===== src/rtl/datapath.sv =====
// Processor datapath: holds PC, IR, a four-entry register file and the ALU flags.
// It decodes IR for the control unit and produces the RAM address and write data.
package k_and_s_pkg;
  typedef enum logic [3:0] {
    I_NOP    = 4'd0,
    I_BRANCH = 4'd1,
    I_BZERO  = 4'd2,
    I_BNEG   = 4'd3,
    I_BNZERO = 4'd4,
    I_BNNEG  = 4'd5,
    I_LOAD   = 4'd6,
    I_STORE  = 4'd7,
    I_MOVE   = 4'd8,
    I_ADD    = 4'd9,
    I_SUB    = 4'd10,
    I_AND    = 4'd11,
    I_OR     = 4'd12,
    I_HALT   = 4'd13
  } decoded_instruction_type;
endpackage

module datapath
  import k_and_s_pkg::*;
#(
  parameter int DATA_W = 16,
  parameter int ADDR_W = 5
) (
  input  logic                    clk,
  input  logic                    rst_n,
  input  logic                    branch,
  input  logic                    pc_enable,
  input  logic                    ir_enable,
  input  logic                    addr_sel,
  input  logic                    c_sel,
  input  logic [1:0]              operation,
  input  logic                    write_reg_enable,
  input  logic                    flags_reg_enable,
  output decoded_instruction_type decoded_instruction,
  output logic                    zero_op,
  output logic                    neg_op,
  output logic                    unsigned_overflow,
  output logic                    signed_overflow,
  output logic [ADDR_W-1:0]       ram_addr,
  input  logic [DATA_W-1:0]       data_in,
  output logic [DATA_W-1:0]       data_out
);

  logic [ADDR_W-1:0]       pc_r;
  logic [DATA_W-1:0]       ir_r;
  logic [DATA_W-1:0]       regs_r [4];
  logic                    zero_r;
  logic                    neg_r;
  logic                    uov_r;
  logic                    sov_r;

  decoded_instruction_type decoded_s;
  logic [1:0]              sel_a_s;
  logic [1:0]              sel_b_s;
  logic [1:0]              sel_c_s;
  logic [DATA_W-1:0]       op_a_s;
  logic [DATA_W-1:0]       op_b_s;
  logic [DATA_W:0]         alu_full_s;
  logic [DATA_W-1:0]       alu_result_s;
  logic                    alu_uov_s;
  logic                    alu_sov_s;
  logic [DATA_W-1:0]       wb_data_s;
  logic                    unused_ir_s;

  // Opcode decode of the current IR
  always_comb begin
    decoded_s = I_NOP;
    case (ir_r[15:8])
      8'h00:   decoded_s = I_NOP;
      8'h01:   decoded_s = I_BRANCH;
      8'h02:   decoded_s = I_BZERO;
      8'h03:   decoded_s = I_BNEG;
      8'h0A:   decoded_s = I_BNZERO;
      8'h0B:   decoded_s = I_BNNEG;
      8'h81:   decoded_s = I_LOAD;
      8'h82:   decoded_s = I_STORE;
      8'h91:   decoded_s = I_MOVE;
      8'hA1:   decoded_s = I_ADD;
      8'hA2:   decoded_s = I_SUB;
      8'hA3:   decoded_s = I_AND;
      8'hA4:   decoded_s = I_OR;
      8'hFF:   decoded_s = I_HALT;
      default: decoded_s = I_NOP;
    endcase
  end

  // Register field selection; MOVE reuses the ALU with A=B so OR passes B through
  always_comb begin
    sel_a_s = ir_r[3:2];
    sel_b_s = ir_r[1:0];
    sel_c_s = ir_r[5:4];
    case (decoded_s)
      I_MOVE: begin
        sel_a_s = ir_r[1:0];
        sel_c_s = ir_r[3:2];
      end
      I_LOAD, I_STORE: sel_c_s = ir_r[6:5];
      default:         sel_c_s = ir_r[5:4];
    endcase
  end

  assign op_a_s = regs_r[sel_a_s];
  assign op_b_s = regs_r[sel_b_s];

  // ALU with carry/borrow in the extra top bit
  always_comb begin
    alu_full_s = {(DATA_W+1){1'b0}};
    alu_uov_s  = 1'b0;
    alu_sov_s  = 1'b0;
    case (operation)
      2'b00: alu_full_s = {1'b0, op_a_s | op_b_s};
      2'b01: begin
        alu_full_s = {1'b0, op_a_s} + {1'b0, op_b_s};
        alu_uov_s  = alu_full_s[DATA_W];
        alu_sov_s  = (op_a_s[DATA_W-1] == op_b_s[DATA_W-1]) &&
                     (alu_full_s[DATA_W-1] != op_a_s[DATA_W-1]);
      end
      2'b10: begin
        alu_full_s = {1'b0, op_a_s} - {1'b0, op_b_s};
        alu_uov_s  = alu_full_s[DATA_W];
        alu_sov_s  = (op_a_s[DATA_W-1] != op_b_s[DATA_W-1]) &&
                     (alu_full_s[DATA_W-1] != op_a_s[DATA_W-1]);
      end
      2'b11:   alu_full_s = {1'b0, op_a_s & op_b_s};
      default: alu_full_s = {(DATA_W+1){1'b0}};
    endcase
  end

  assign alu_result_s = alu_full_s[DATA_W-1:0];
  assign wb_data_s    = c_sel ? data_in : alu_result_s;
  assign unused_ir_s  = ir_r[7];

  // Program counter: branch target from the pre-edge IR, else wrap-around increment
  always_ff @(posedge clk) begin
    if (!rst_n) begin
      pc_r <= {ADDR_W{1'b0}};
    end else if (pc_enable) begin
      if (branch) begin
        pc_r <= ir_r[ADDR_W-1:0];
      end else begin
        pc_r <= pc_r + ADDR_W'(1);
      end
    end else begin
      pc_r <= pc_r;
    end
  end

  // Instruction register
  always_ff @(posedge clk) begin
    if (!rst_n) begin
      ir_r <= {DATA_W{1'b0}};
    end else if (ir_enable) begin
      ir_r <= data_in;
    end else begin
      ir_r <= ir_r;
    end
  end

  // Register file write-back
  always_ff @(posedge clk) begin
    if (!rst_n) begin
      for (int i = 0; i < 4; i++) begin
        regs_r[i] <= {DATA_W{1'b0}};
      end
    end else if (write_reg_enable) begin
      regs_r[sel_c_s] <= wb_data_s;
    end
  end

  // Flag registers
  always_ff @(posedge clk) begin
    if (!rst_n) begin
      zero_r <= 1'b0;
      neg_r  <= 1'b0;
      uov_r  <= 1'b0;
      sov_r  <= 1'b0;
    end else if (flags_reg_enable) begin
      zero_r <= (alu_result_s == {DATA_W{1'b0}});
      neg_r  <= alu_result_s[DATA_W-1];
      uov_r  <= alu_uov_s;
      sov_r  <= alu_sov_s;
    end else begin
      zero_r <= zero_r;
      neg_r  <= neg_r;
      uov_r  <= uov_r;
      sov_r  <= sov_r;
    end
  end

  assign decoded_instruction = decoded_s;
  assign zero_op             = zero_r;
  assign neg_op              = neg_r;
  assign unsigned_overflow   = uov_r;
  assign signed_overflow     = sov_r;
  assign ram_addr            = addr_sel ? pc_r : ir_r[ADDR_W-1:0];
  assign data_out            = regs_r[ir_r[6:5]];

endmodule


===== config.mk =====
export PLATFORM = sky130hd
export DESIGN_NAME = datapath
export DESIGN_NICKNAME = d
export VERILOG_FILES = /design/src/rtl/datapath.sv
export SDC_FILE = /design/constraint.sdc
export NUM_CORES = 1
export LEC_CHECK = 0
export BUFFER_PORTS_ARGS = -buffer_cell sky130_fd_sc_hd__buf_2
export CORE_ASPECT_RATIO = 0.7
export CORE_MARGIN = 4
export CORE_UTILIZATION = 35
export DETAILED_ROUTE_END_ITERATION = 8
export PLACE_DENSITY = 0.58
export SLEW_MARGIN = 0
export SYNTH_ARGS = -nofsm -noshare
export SYNTH_HDL_FRONTEND = slang
export SYNTH_SLANG_ARGS = --single-unit

===== constraint.sdc =====
create_clock -name clk -period 11.4 [get_ports clk]
set_input_delay 2.28 -clock clk [delete_from_list [all_inputs] [get_ports clk]]
set_output_delay 2.28 -clock clk [all_outputs]
set_load 0.02 [all_outputs]

==> out/metrics.cfg <==
[status]
run_status = complete, no violations

[timing]
setup_tns_ps = 0
hold_viol = 0
slew_headroom_pct = 34.56
maxSlewViolCount = 0
setup_viol = 0
fin_skew_ps = 10.37
period_needed_ps = 6279
worst_slew_pin_slew_ps = 980.2
fmax_mhz = 159.3
post-route-period-util_pct = 55.08
rsz0062_at_grt = false

[yosys]
synth_seq_area_share_pct = 32.63
ys_types = 65
synth_seq_cells = 92
yosysTopAreaCell = edfxtp_1
yosys-top-cells-area = edfxtp_1 (25%), mux4_2 (9.5%), ha_1 (9.2%), mux2i_1 (8.9%), dfxtp_1 (7.4%)
yosys_warnings = 0
synth_edf_count = 64
syn_nets = 888
avgSynthCellArea_sq_um = 9.474
syn_area_sq_mm = 0.007607
synth_top_area_share_pct = 25.26
syn-instance-count = 803
ys_async_sr_fraction_pct = 0
synth_common_cells = nor2_1 (83), nand2_1 (69), mux2i_1 (68)
synthFlopType = edfxtp_1
post-synth-top-count-cell = nor2_1

[place]
dp_cells = 1090
gp_congestion = 0.8689
dp.final_hpwl_um = 16670
portBuffers = 55

[worst_hold_path]
worstHoldStart = zero_op
hold_depth = 2
min_to = zero_op
min_path_type = reg2reg

[finish]
fin_cells = 1106
antenna_cells = 0
multi_input_area_sq_mm = 0.004687
fin_nets = 910
regArea_sq_mm = 0.002482
nFillCells = 2093
areaGrowthSynthToFinish_pct = 10.25
layout-drive-gt1-share_pct = 16.14

[global_routing]
grt_use_total_pct = 18.15
grt_max_degree = 33
grt_pass1_wl_um = 34700
grt_pass1_vias = 5699
antenna_found_initial = 0
grt_overflow_total = 0

[power]
leakagePower_nw = 3.677
power_density_mw_per_mm2 = 126.0
ir_drop_uv = 67.70

[setup_path]
timing.rr.end = zero_op
crit_arrival_ps = 6570
rrSetupSlack_ps = 5120
rr_startpoint = ir_r[9]
r2r_cells = 18
start_kind = register
critPathKind = reg2reg
required_ps = 11690
crit_fanout = 31
cp-end-kind = register

[clock_tree]
cts-root-buf = clkbuf_16
numCtsBuffers = 9
cts_tree = done
cts_sinks = 92
clock_latency_ps = 360
cts_resized = 0
clockBufferDepth = 2
cts_setup_buffers = 0
clkTransAtPathRegs_ps = 70
cts-htree-levels = 3
postCtsHoldBufs = 0

[detailed_routing]
first_pass_iters = 5
initialDrtViolationCount = 713
drtAntennaViolNets = 0
drc = 0
vias_per_cell = 5.702
wire_per_inst_um = 20.18
wl_um = 22320
vias = 6306

[floorplan]
ios = 56
die_h_um = 131.3
dieWidth_um = 184.2
core_area_sq_mm = 0.02103
design.die.area_sq_mm = 0.02420
start_util_pct = 36.17
num_rows = 44

[job]
drv_cap = 0

[sequential cells by signal, indices dropped and copies added, names as in the netlist, named ones only]
name and count:
ir_r 15, neg_op 1, pc_r 5, regs_r 64
signed_overflow 1, unsigned_overflow 1, zero_op 1
[power breakdown]
| part | internal, mW | total (mW) | switching, mW | leakage (nW) |
|---|---|---|---|---|
| Sequential | 0.378 | 0.397 | 0.0192 | 0.897 |
| Combinational | 0.141 | 0.364 | 0.223 | 2.64 |
| Clock | 0.154 | 0.296 | 0.142 | 0.138 |
[layout make-up]
cell class / count / area share (%)
inverters: 67 / 2.999
clock buffers: 10 / 2.730
clock inverters: 6 / 0.6713
repair buffers: 63 / 3.998
flip-flops and latches: 92 / 29.60
multi-input cells: 592 / 55.89
well taps: 276 / 4.118
[logic make-up after synthesis]
family / count (synthesis) / share of synthesized area (%)
buf+inv: 119 / 5.970
fa+ha+maj: 58 / 9.737
compound gates: 160 / 14.16
mux: 113 / 20.39
xor+xnor: 17 / 1.957
simple gates: 244 / 15.15
flops: 92 / 32.63
[layout by cell type, fill, tap and decap left out, types with 32 or more instances in the layout]
cell,synthesis,routed
nor2_1,83,83
nand2_1,69,69
mux2i_1,68,67
inv_1,65,65
edfxtp_1,64,64
ha_1,56,56
buf_2,6,55
o21ai_0,37,36
a21oi_1,35,34
mux4_2,32,32
[worst max path at each step]
| stage | to | from | slack (ps) |
|---|---|---|---|
| floorplan | zero_op | ir_r[12] | 6060 |
| global placement | zero_op | ir_r[9] | 5250 |
| detailed placement | zero_op | ir_r[9] | 5210 |
| CTS | zero_op | ir_r[9] | 5190 |
| global route | zero_op | ir_r[9] | 4770 |
| finish | zero_op | ir_r[9] | 5120 |
[critical path, stage by stage, from the launching register on]
cell and delay (ps):
dfxtp_1 540, or3b_2 480, a2111o_1 370, and3_4 210, nand3_2 140, mux2i_4 230
buf_4 470, mux2i_1 140, mux2i_1 360, ha_1 430, or4_1 560, or2_2 300
a211oi_2 280, o31a_1 170, a311oi_1 50, o41ai_1 650, o211ai_1 200, nor4_1 440
o2bb2ai_1 160
[metrics by stage]
step	hold WS (ps)	cell area [sq um]	worst slack, ps	util (%)	total power, mW
finish	489.8	8387	5121	39.88	1.057
global route	518.6	8387	4774	39.88	1.110
CTS	496.7	8387	5189	39.88	1.055
detailed placement	485.7	8102	5209	38.52	0.7597
global placement	478.9	8102	5249	38.52	0.7599
floorplan	491.9	7607	6063	-	0.6614
[layer usage]
| layer | global-route usage (%) | part of all wire [%] | vias to the layer above | wire, um |
|---|---|---|---|---|
| li1 | - | - | 2967 | - |
| met2 | 23.37 | 39 | 285 | 8648 |
| met3 | 3.619 | 8.5 | 19 | 1898 |
| met5 | 0 | 0 | - | 0 |
| met1 | 30.29 | 51 | 3035 | 11440 |
| met4 | 4.187 | 1.5 | 0 | 334 |
Power figures use the tool's default switching activity.
